`src/rtl/fetch_unit.sv`:
```
// ============================================================================
// fetch_unit : single-issue instruction fetch stage with IF/ID register
// Rev 1.0
// ============================================================================
`default_nettype none

module fetch_unit #(
  parameter int          TAM_POSICIONES = 1024,
  parameter int          TAM_PALABRA    = 32,
  parameter logic [31:0] RESET_VECTOR   = 32'h0000_0000
) (
  input  logic                              CLK,
  input  logic                              RST,
  input  logic                              START,
  input  logic                              STALL,
  input  logic                              REDIRECT,
  input  logic [31:0]                       TARGET,
  input  logic [TAM_PALABRA-1:0]            INSTRUCTION_IN,
  output logic [$clog2(TAM_POSICIONES)-1:0] INS_ADDRESS,
  output logic                              READ_EN,
  output logic [31:0]                       IFID_PC,
  output logic [TAM_PALABRA-1:0]            IFID_INSTR,
  output logic                              IFID_VALID,
  output logic                              HALTED,
  output logic [1:0]                        FAULT,
  output logic [31:0]                       FETCH_COUNT
);

  localparam int                     c_AW        = $clog2(TAM_POSICIONES);
  localparam logic [32:0]            c_ROM_BYTES = 33'(4 * TAM_POSICIONES);
  localparam logic [31:0]            c_LAST_PC   = 32'(4 * TAM_POSICIONES - 4);
  localparam logic [TAM_PALABRA-1:0] c_NOP       = TAM_PALABRA'(32'h0000_0013);
  localparam logic [TAM_PALABRA-1:0] c_EBREAK    = TAM_PALABRA'(32'h0010_0073);

  localparam logic [1:0] S_IDLE  = 2'd0;
  localparam logic [1:0] S_FETCH = 2'd1;
  localparam logic [1:0] S_HALT  = 2'd2;

  localparam logic [1:0] c_FAULT_NONE  = 2'b00;
  localparam logic [1:0] c_FAULT_ALIGN = 2'b01;
  localparam logic [1:0] c_FAULT_RANGE = 2'b10;

  logic [1:0]             r_state;
  logic [1:0]             w_state_next;
  logic [31:0]            r_pc;
  logic [31:0]            r_ifid_pc;
  logic [TAM_PALABRA-1:0] r_ifid_instr;
  logic                   r_ifid_valid;
  logic [1:0]             r_fault;
  logic [31:0]            r_fetch_count;

  logic w_tgt_misaligned;
  logic w_tgt_out_of_range;
  logic w_is_ebreak;
  logic w_last_word;

  assign w_tgt_misaligned   = |TARGET[1:0];
  assign w_tgt_out_of_range = ({1'b0, TARGET} >= c_ROM_BYTES);
  assign w_is_ebreak        = (INSTRUCTION_IN == c_EBREAK);
  // >= rather than == so a reset vector beyond the ROM also stops the unit
  assign w_last_word        = (r_pc >= c_LAST_PC);

  assign INS_ADDRESS = r_pc[c_AW+1:2];
  assign IFID_PC     = r_ifid_pc;
  assign IFID_INSTR  = r_ifid_instr;
  assign IFID_VALID  = r_ifid_valid;
  assign FAULT       = r_fault;
  assign FETCH_COUNT = r_fetch_count;

  always_ff @(posedge CLK or posedge RST) begin
    if (RST) begin
      r_state <= S_IDLE;
    end else begin
      r_state <= w_state_next;
    end
  end

  always_comb begin
    w_state_next = r_state;
    case (r_state)
      S_IDLE: begin
        if (START) begin
          w_state_next = S_FETCH;
        end
      end
      S_FETCH: begin
        if (REDIRECT) begin
          if (w_tgt_misaligned || w_tgt_out_of_range) begin
            w_state_next = S_HALT;
          end
        end else if (!STALL) begin
          if (w_is_ebreak || w_last_word) begin
            w_state_next = S_HALT;
          end
        end
      end
      S_HALT:  w_state_next = S_HALT;
      default: w_state_next = S_IDLE;
    endcase
  end

  always_comb begin
    READ_EN = 1'b0;
    HALTED  = 1'b0;
    case (r_state)
      S_FETCH: READ_EN = 1'b1;
      S_HALT:  HALTED  = 1'b1;
      default: ;
    endcase
  end

  always_ff @(posedge CLK or posedge RST) begin
    if (RST) begin
      r_pc          <= RESET_VECTOR;
      r_ifid_pc     <= 32'h0000_0000;
      r_ifid_instr  <= c_NOP;
      r_ifid_valid  <= 1'b0;
      r_fault       <= c_FAULT_NONE;
      r_fetch_count <= 32'h0000_0000;
    end else if (r_state == S_FETCH) begin
      if (REDIRECT) begin
        r_ifid_instr <= c_NOP;
        r_ifid_valid <= 1'b0;
        if (w_tgt_misaligned) begin
          r_fault <= c_FAULT_ALIGN;
        end else if (w_tgt_out_of_range) begin
          r_fault <= c_FAULT_RANGE;
        end else begin
          r_pc <= TARGET;
        end
      end else if (!STALL) begin
        r_ifid_pc    <= r_pc;
        r_ifid_instr <= INSTRUCTION_IN;
        r_ifid_valid <= 1'b1;
        r_pc         <= r_pc + 32'd4;
        if (r_fetch_count != 32'hFFFF_FFFF) begin
          r_fetch_count <= r_fetch_count + 32'd1;
        end
        // Running off the ROM end is a fault even when the last word is EBREAK
        if (w_last_word) begin
          r_fault <= c_FAULT_RANGE;
        end
      end
    end
  end

endmodule

`default_nettype wire

```
`config.mk`:
```
export PLATFORM = sky130hd
export DESIGN_NAME = fetch_unit
export DESIGN_NICKNAME = d
export VERILOG_FILES = /design/src/rtl/fetch_unit.sv
export SDC_FILE = /design/constraint.sdc
export NUM_CORES = 1
export LEC_CHECK = 0
export CORE_UTILIZATION = 52
export CTS_CLUSTER_SIZE = 28
export DETAILED_ROUTE_END_ITERATION = 16
export GPL_TIMING_DRIVEN = 0
export PLACE_DENSITY = 0.88
export REMOVE_ABC_BUFFERS = 1
export SETUP_SLACK_MARGIN = 0.2
export SKIP_LAST_GASP = 1
export SLEW_MARGIN = 20
export SYNTH_ARGS = -nofsm -noshare
export SYNTH_HDL_FRONTEND = slang
export SYNTH_SLANG_ARGS = --single-unit
```
`constraint.sdc`:
```
create_clock -name CLK -period 8.08 [get_ports CLK]
set_input_delay 0.808 -clock CLK [delete_from_list [all_inputs] [get_ports CLK]]
set_output_delay 0.808 -clock CLK [all_outputs]
set_load 0.01 [all_outputs]
```
==> run metrics, run 1 <==
initial detailed-routing violation count 525; PortBufs 179; Req. time, crit path 8.39 ns; FF-to-FF path depth 7; r2r setup slk 5.02 ns; Layout area overhead 37.6%; largest net degree at the start of global routing 81; status finished clean; Setup Viol. Count Final 0; per-cell routed wire length 18.0 um; crit path time final 3.62 ns; Total Routing Usage GR 0.282; via count 5727; Layout Cell Area excl Fill 8760 sq um; DRT antenna net count 0; drt pass-1 iters 8; Compound-Gate Fraction of Synth Area 0.137; Lkg Pwr 3.93 nW; RSZ-0062 raised after global routing no; CP Capture Type register; Layout Skew 0.00786 ns; Post-synth EDFFs 0; hold path start IFID_PC[7]; Total Routed Length 17200 um; Synth Area per Inst 10.0 sq um; Seq/Total Area, Yosys 0.524; critical-path maximum fanout 37; core area 12000 sq um; WHS Endpoint IFID_PC[7]; vias in the first global route 5551; FMAX 276 MHz; setup tns final 0 ns; period utilization 0.448; Yosys cell types 55; Min-Delay Path Class register to register; Slew @ Worst Pin 1.02 ns; Slew HR 0.320; Hold Path Cell Cnt 2; die area 12700 sq um; Root Driver clkbuf_16; hpwl dp 11900 um; placed cell area 8190 sq um; H-tree levels 4; CTS sink cnt 133; Syn Inst Count 635; layout cell share with drive strength beyond 1 0.0683; first-pass GRT wire length 27800 um; Clock Latency Late Sink 0.43 ns; Post-CTS Resized 0; clock tree buffer depth 2; total power divided by cell area 273 nW/um^2; mux cell area share after synthesis 0.0181; # diodes 0; Top FF cell, synth dfrtp_1; Critical Path Start Type input pin; I/O pin cnt 180; Adder-Cell Fraction of Synth Area 0.00983; XOR/XNOR Fraction of Synth Area 0.0441; RePlAce Congestion 0.842; Final Core Density 0.732; Inserted Clock Buffers 17; Max Cap Viol 0; num rows 40; Initial Util 0.532; Ys Warns 0; synthesized area 6360 sq um; Worst Setup Path Type input pin to register; TritonCTS clock tree done; hold_buf cts 0; reg2reg start r_state[1]; Seq cells post-synth 133; Max Slew Vio Count 0; r2r endpoint FETCH_COUNT[17]; FFs w/ async S/R, synth 1.00; Final Power 2.39 mW; Synth Area in Simple Gates 0.220; post-CTS setup buffers 0; Die Span Y 113 um; Die Width 113 um; largest family of logic cells by synthesized area simple AND/OR/NAND/NOR gates; Final #Nets 866; non-filler cells, final 952; peak supply drop 0.154 mV; remaining global-route overflow 0; Hold Vio Cnt, Final 0; Cells after DPL 920; clk slew on worst S/H paths 0.06 ns; drc violations 0; via/cell ratio 6.02; initial antenna violation count 0; WP data arrival 3.93 ns; FILL cells 846
==> metal layers <==
layer | share of wire | vias up | wire [um] | global-route usage
li1 | - | 2620 | - | -
met1 | 0.40 | 2769 | 6890 | 0.348
met2 | 0.50 | 290 | 8520 | 0.465
met3 | 0.074 | 48 | 1270 | 0.0653
met4 | 0.029 | 0 | 504 | 0.146
met5 | 0 | - | 0 | 0
==> registers in the layout, indices dropped and copies added, names as in the netlist <==
| register | cells |
|---|---|
| FAULT | 2 |
| r_pc | 32 |
| FETCH_COUNT | 32 |
| IFID_VALID | 1 |
| IFID_PC | 32 |
| r_state | 2 |
| IFID_INSTR | 32 |
==> worst max-delay path: stages <==
cell	delay [ns]
buf_2	0.55
inv_1	0.57
nor4b_2	0.48
nand3_1	0.79
nand2_1	0.46
o2bb2a_1	0.25
==> how the worst max path moves through the flow <==
| stage | startpoint | cells after the start | end | slack [ns] |
|---|---|---|---|---|
| floorplan | REDIRECT | 3 | r_pc[20] | 2.33 |
| global placement | REDIRECT | 4 | r_pc[20] | -2.10 |
| detailed placement | REDIRECT | 6 | r_pc[5] | 4.14 |
| CTS | REDIRECT | 6 | r_pc[5] | 4.60 |
| global route | REDIRECT | 6 | r_pc[5] | 4.31 |
| finish | REDIRECT | 6 | r_pc[5] | 4.46 |
==> power by group <==
part           leakage (nW)  internal [mW]  switching [mW]
Clock                 0.268          0.437           0.290
Combinational          1.96          0.382           0.332
Sequential             1.70          0.818           0.133
Total                  3.93           1.64           0.755
==> kinds of logic (layout without fill, tap and decap cells) <==
group,after synthesis,count (layout)
adder cells (fa/ha/maj),5,5
buffers and inverters,67,237
AND/OR/NAND/NOR,271,271
AO/OA/AOI/OAI,116,116
multiplexers,11,11
flip-flops,133,133
XOR/XNOR,32,32
==> through the flow <==
step / worst slack [ns] / hold WS [ns]
final: 4.46 / 0.472
after global placement: -2.10 / 0.449
after floorplan: 2.33 / 0.430
after CTS: 4.60 / 0.476
after detailed placement: 4.14 / 0.461
after global routing: 4.31 / 0.491
==> Yosys cell counts (12+ instances only) <==
library cell / n / area (sq um)
o21ai_0: 20 / 100
nand4_1: 24 / 150
a21oi_1: 13 / 65.1
a22o_1: 30 / 263
and4_1: 12 / 105
and3_1: 14 / 87.6
nand3_1: 34 / 170
nor2_1: 24 / 90.1
nor4_1: 21 / 131
clkbuf_1: 28 / 105
xnor2_1: 24 / 210
nor3_1: 16 / 80.1
dfrtp_1: 130 / 3250
nand2_1: 99 / 372
inv_1: 19 / 71.3
==> area by class of cell <==
type | instances | area, sq um | area share
Multi-Input combinational cell | 435 | 2740 | 0.312
Clock buffer | 20 | 457 | 0.0522
Inverter | 19 | 78.8 | 0.00900
Sequential cell | 133 | 3330 | 0.381
Tap cell | 147 | 184 | 0.0210
Clock inverter | 12 | 106 | 0.0121
Timing Repair Buffer | 186 | 1860 | 0.213
==> cells in the final DEF (no fill, tap or decap), drive strengths merged, types with 4 or more instances in the layout <==
cell type and count:
clkinv 7, a21oi 13, clkdlybuf4s50 178, buf 8, a211o 5, a31oi 9
clkbuf 20, a32oi 6, nor4b 4, nor3 16, or4 4, o22a 9
and3 14, mux2i 7, nand4 24, a22o 30, and4 12, clkinvlp 4
nand3 34, xor2 8, and2 8, nor4 21, nand2 99, mux2 4
inv 19, a2bb2oi 4, ha 5, dfrtp 130, o21ai 20, xnor2 24
nor2 24
No activity file was read; power rests on OpenSTA's default activity.
==> inputs of run 2 (changes only) <==
CORE_UTILIZATION = 48   (was 52)
PLACE_DENSITY = 0.82   (was 0.88)
clock period = 3.6 ns   (was 8.08 ns; I/O delays follow)
==> run metrics, run 2 (synthesis results as in run 1) <==
FMAX 315 MHz; post-CTS setup buffers 0 (unchanged); PortBufs 179 (unchanged); crit path time final 3.17 ns; Worst Setup Path Type input pin to register; clock network power share 0.325 (+0.021); Combinational Power Share 0.287 (-0.011); Post-CTS Resized 0 (unchanged); peak supply drop 0.350 mV (+130%); Slew @ Worst Pin 1.11 ns (+0.0881 ns); switching portion of total power 0.300 (-0.0158); status finished clean; leading cell type in the layout, fill and taps excluded clkdlybuf4s50_1; Die Width 117 um (+4.0%); via count 5636 (-1.6%); sequential share of power 0.387 (-0.010); Clock Latency Late Sink 0.42 ns (about the same); Die Span Y 117 um (+4.0%); Root Driver clkbuf_16; per-cell routed wire length 17.5 um (-3.2%); DRT antenna net count 0 (unchanged); I/O pin cnt 180 (unchanged); period utilization 0.882; CP Capture Type register; Total Routed Length 17100 um (-0.66%); CTS sink cnt 133 (unchanged); initial antenna violation count 0 (unchanged); GRT met3 Usage 0.0633 (-0.00200); vias in the first global route 5585 (+0.61%); Total Routing Usage GR 0.262 (-0.0202); hpwl dp 11700 um (-1.8%); Initial Util 0.498 (-0.0338); most frequent cells in the layout clkdlybuf4s50_1, dfrtp_1, nand2_1; sw power 1.65 mW (+120%); Int Power 3.85 mW (+140%); # diodes 0 (unchanged); Req. time, crit path 3.91 ns (-4.48 ns); via/cell ratio 5.77 (-4.1%); RePlAce Congestion 0.840 (-0.24%); Inserted Clock Buffers 17 (unchanged); Top Usage Layer GRT met2; Final #Nets 866 (unchanged); layout cell share with drive strength beyond 1 0.0646 (-0.00373); Setup Viol. Count Final 0 (unchanged); Critical Path Start Type input pin; met1 Use GR 0.321 (-0.0274); TritonCTS clock tree done; WP data arrival 3.48 ns (-0.45 ns); Layout area overhead 38.9%; Max Slew Vio Count 0 (unchanged); clk slew on worst S/H paths 0.06 ns (about the same); critical-path maximum fanout 37 (unchanged); Max Cap Viol 0 (unchanged); Min-Delay Path Class input pin to asynchronous set/reset pin; hold_buf cts 0 (unchanged); clock tree buffer depth 2 (unchanged); Slew HR 0.260 (-0.0596); setup tns final 0 ns (unchanged); Hold Vio Cnt, Final 0 (unchanged); initial detailed-routing violation count 478 (-9.0%); num rows 41 (+2.5%); H-tree levels 4 (unchanged); die area 13700 sq um (+8.2%); Layout Skew 0.00802 ns (+0.000164 ns); total power divided by cell area 622 nW/um^2 (+130%); core area 12800 sq um (+6.8%); RSZ-0062 raised after global routing no; remaining global-route overflow 0 (unchanged); first-pass GRT wire length 27400 um (-1.4%); Lkg Pwr 3.96 nW (+0.82%); largest net degree at the start of global routing 79 (-2.5%); drc violations 0 (unchanged); grt met2 use 0.445 (-0.0205); Hold Slack 0.362 ns (-0.109 ns); drt pass-1 iters 5 (-3)
## run 2: cell types whose count changed in the layout (fill, tap and decap cells not counted), sizes merged
| cell | change |
|---|---|
| clkbuf | +4 |
| clkinv | -3 |
| clkinvlp | -3 |
| bufinv | +2 |
## run 2: final timing paths
path / cells after the start / start / endpoint / slack, ns
max in group asynchronous: 3 / RST / IFID_INSTR[0] / 2.51
worst min-delay path: 2 / RST / FETCH_COUNT[2] / 0.36
worst max-delay path: 6 / REDIRECT / r_pc[5] / 0.43
worst min register to register: 2 / IFID_PC[31] / IFID_PC[31] / 0.47
worst max register to register: 7 / r_state[1] / FETCH_COUNT[17] / 0.56
min in group CLK: 2 / IFID_PC[31] / IFID_PC[31] / 0.47
## run 2: power by group through the flow
stage	clock, mW	sequential [mW]	combinational, mW
final	1.79	2.13	1.58
after floorplan	0	2.23	0.601
after global routing	1.87	2.18	1.73
after CTS	1.81	2.13	1.60
after global placement	0	2.13	1.53
after detailed placement	0	2.14	1.58
## run 2: routing by layer
layer	wire length, um	vias to the layer above
met3	861	40
li1	-	2621
met4	410	0
met5	0	-
met2	8630	206
met1	7160	2769
## run 2: per-stage QoR
step           instances  total power, mW  instance area, sq um  setup WS (ns)   util
2_1_floorplan        587             2.83                  6130          -2.07      -
3_3_place_gp         938             3.66                  8140          -6.06  0.637
3_5_place_dp         945             3.73                  8220         0.0945  0.644
4_1_cts              977             5.53                  8840          0.555  0.692
5_1_grt              977             5.78                  8840          0.261  0.692
6_report             977             5.50                  8840          0.426  0.692
## run 2: layout make-up
cell class	instances	area (sq um)
clock inverter	8	121
tap	172	215
inverter	19	78.8
clock buffer	24	492
multi-input combinational	435	2730
timing repair buffer	186	1870
fill	952	3940
sequential	133	3330
## run 2: worst max-delay path, stage by stage
cell      delay [ns]
buf_2           0.55
inv_1           0.57
nor4b_2         0.47
nand3_1         0.78
nand2_1         0.46
o2bb2a_1        0.26
==> inputs of run 3 (changes only) <==
ABC_CLOCK_PERIOD_IN_PS = 3600   (was not set)
SETUP_SLACK_MARGIN = 0.3   (was 0.2)
SKIP_LAST_GASP = not set   (was 1)
==> run metrics, run 3 (synthesis results as in run 1) <==
status finished clean; Crit path buffers/inverters 1 (-1); # diodes 0 (unchanged); Place WS 0.0945 ns (unchanged); CP top delay family simple AND/OR/NAND/NOR gates; Lkg Pwr 3.96 nW (about the same); GRT met3 Usage 0.0633 (unchanged); Clock Latency Late Sink 0.42 ns (about the same); via/cell ratio 5.76 (-0.12%); reg2reg start r_state[1]; Root Driver clkbuf_16; area of the multi-input gates 2740 sq um (+0.18%); clock tree buffer depth 2 (unchanged); critical-path maximum fanout 76 (+110%); r2r endpoint FETCH_COUNT[17]; period utilization 0.848 (-0.0335); most frequent cells in the layout clkdlybuf4s50_1, dfrtp_1, nand2_1; die area 13700 sq um (unchanged); met1 Use GR 0.321 (unchanged); clk slew on worst S/H paths 0.06 ns (about the same); H-tree levels 4 (unchanged); Inserted Clock Buffers 17 (unchanged); slowest stage delay, CP 0.74 ns (-0.04 ns); Hold Vio Cnt, Final 0 (unchanged); Hold Slack 0.362 ns (+0.000130 ns); Slew HR 0.281 (+0.0210); Layout Skew 0.00665 ns (-0.00137 ns); Top Usage Layer GRT met2; grt met2 use 0.445 (unchanged); Max Slew Vio Count 0 (unchanged); Layout Cell Area excl Fill 8840 sq um (about the same); Final Power 5.50 mW (about the same); first-pass GRT wire length 27400 um (unchanged); Total Routing Usage GR 0.262 (unchanged); Worst Setup Path Type register to register; layout cell share with drive strength beyond 1 0.0658 (+0.00124); drc violations 0 (unchanged); FILL cells 953 (+0.11%); Min-Delay Path Class input pin to asynchronous set/reset pin; RSZ-0062 raised after global routing no; vias in the first global route 5585 (unchanged); worst-path cell chain inv_1, ha_1, or3b_4, or4_4, nor2_1, nand4_1, xnor2_1; Slew @ Worst Pin 1.07 ns (-0.0357 ns); placed cell area 8220 sq um (unchanged); slowest CP cell or3b_4; num rows 41 (unchanged); Req. time, crit path 3.90 ns (about the same); DRT antenna net count 0 (unchanged); initial detailed-routing violation count 479 (+0.21%); PortBufs 179 (unchanged); core area 12800 sq um (unchanged); WP data arrival 3.36 ns (-0.12 ns); FF-to-FF path depth 7 (unchanged); Critical Path Start Type register; drt pass-1 iters 7 (+2); per-cell routed wire length 17.5 um (about the same); peak supply drop 0.350 mV (+0.10%); post-route setup slack 0.547 ns (+0.121 ns); CP Capture Type register; total power divided by cell area 622 nW/um^2 (about the same); r2r setup slk 0.55 ns (about the same); Seq. cell area 3330 sq um (unchanged); Total Routed Length 17100 um (about the same); non-filler cells, final 977 (unchanged); I/O pin cnt 180 (unchanged); Max Cap Viol 0 (unchanged); Setup Viol. Count Final 0 (unchanged); initial antenna violation count 0 (unchanged); Layout area overhead 39.0% (about the same); crit path time final 3.05 ns (-0.121 ns); Cells after DPL 945 (unchanged); Die Span Y 117 um (unchanged); largest net degree at the start of global routing 79 (unchanged); remaining global-route overflow 0 (unchanged); RePlAce Congestion 0.840 (unchanged); Die Width 117 um (unchanged); hpwl dp 11700 um (unchanged); Initial Util 0.498 (unchanged); TritonCTS clock tree done; via count 5629 (-0.12%); leading cell type in the layout, fill and taps excluded clkdlybuf4s50_1; CTS sink cnt 133 (unchanged); Final #Nets 866 (unchanged); FMAX 328 MHz (+3.9%)
==> run 3: cell counts in the layout (fill, tap and decap cells not counted) <==
Identical to the previous run, type by type.
==> run 3: where the power goes <==
group | leakage (nW) | total [mW] | internal, mW | switching (mW)
clock | 0.300 | 1.79 | 1.16 | 0.627
sequential | 1.70 | 2.13 | 1.84 | 0.294
combinational | 1.96 | 1.58 | 0.855 | 0.728
total | 3.96 | 5.50 | 3.85 | 1.65
==> run 3: final cells by class <==
cell class / instances / share of cell area
sequential: 133 / 0.377
multi-input combinational: 435 / 0.309
timing repair buffer: 186 / 0.211
clock buffer: 24 / 0.0556
tap: 172 / 0.0243
clock inverter: 8 / 0.0137
inverter: 19 / 0.00892
==> run 3: metal layers <==
layer	wire, um	vias up
met1	7090	2753
met4	414	0
met2	8640	216
met3	912	40
li1	-	2620
met5	0	-
==> run 3: worst max path at each step <==
stage / from / end / cells past startpoint
floorplan: r_state[1] / r_pc[20] / 6
global placement: REDIRECT / r_pc[20] / 4
detailed placement: REDIRECT / r_pc[5] / 6
CTS: REDIRECT / r_pc[5] / 6
global route: r_state[1] / FETCH_COUNT[17] / 7
finish: r_state[1] / FETCH_COUNT[17] / 7
==> run 3: timing repair <==
item / 4_1_cts / 5_1_grt
setup buffers: 0 / 0
endpoints found under the setup margin: 0 / 1
hold buffers: 0 / 0
resized for setup: 0 / 1
==> run 3: metrics by stage <==
stage,utilization,TNS (ns)
after detailed placement,0.644,0
after floorplan,-,-146.39
after global routing,0.692,0
after CTS,0.692,0
after global placement,0.637,-647.36
final,0.692,0
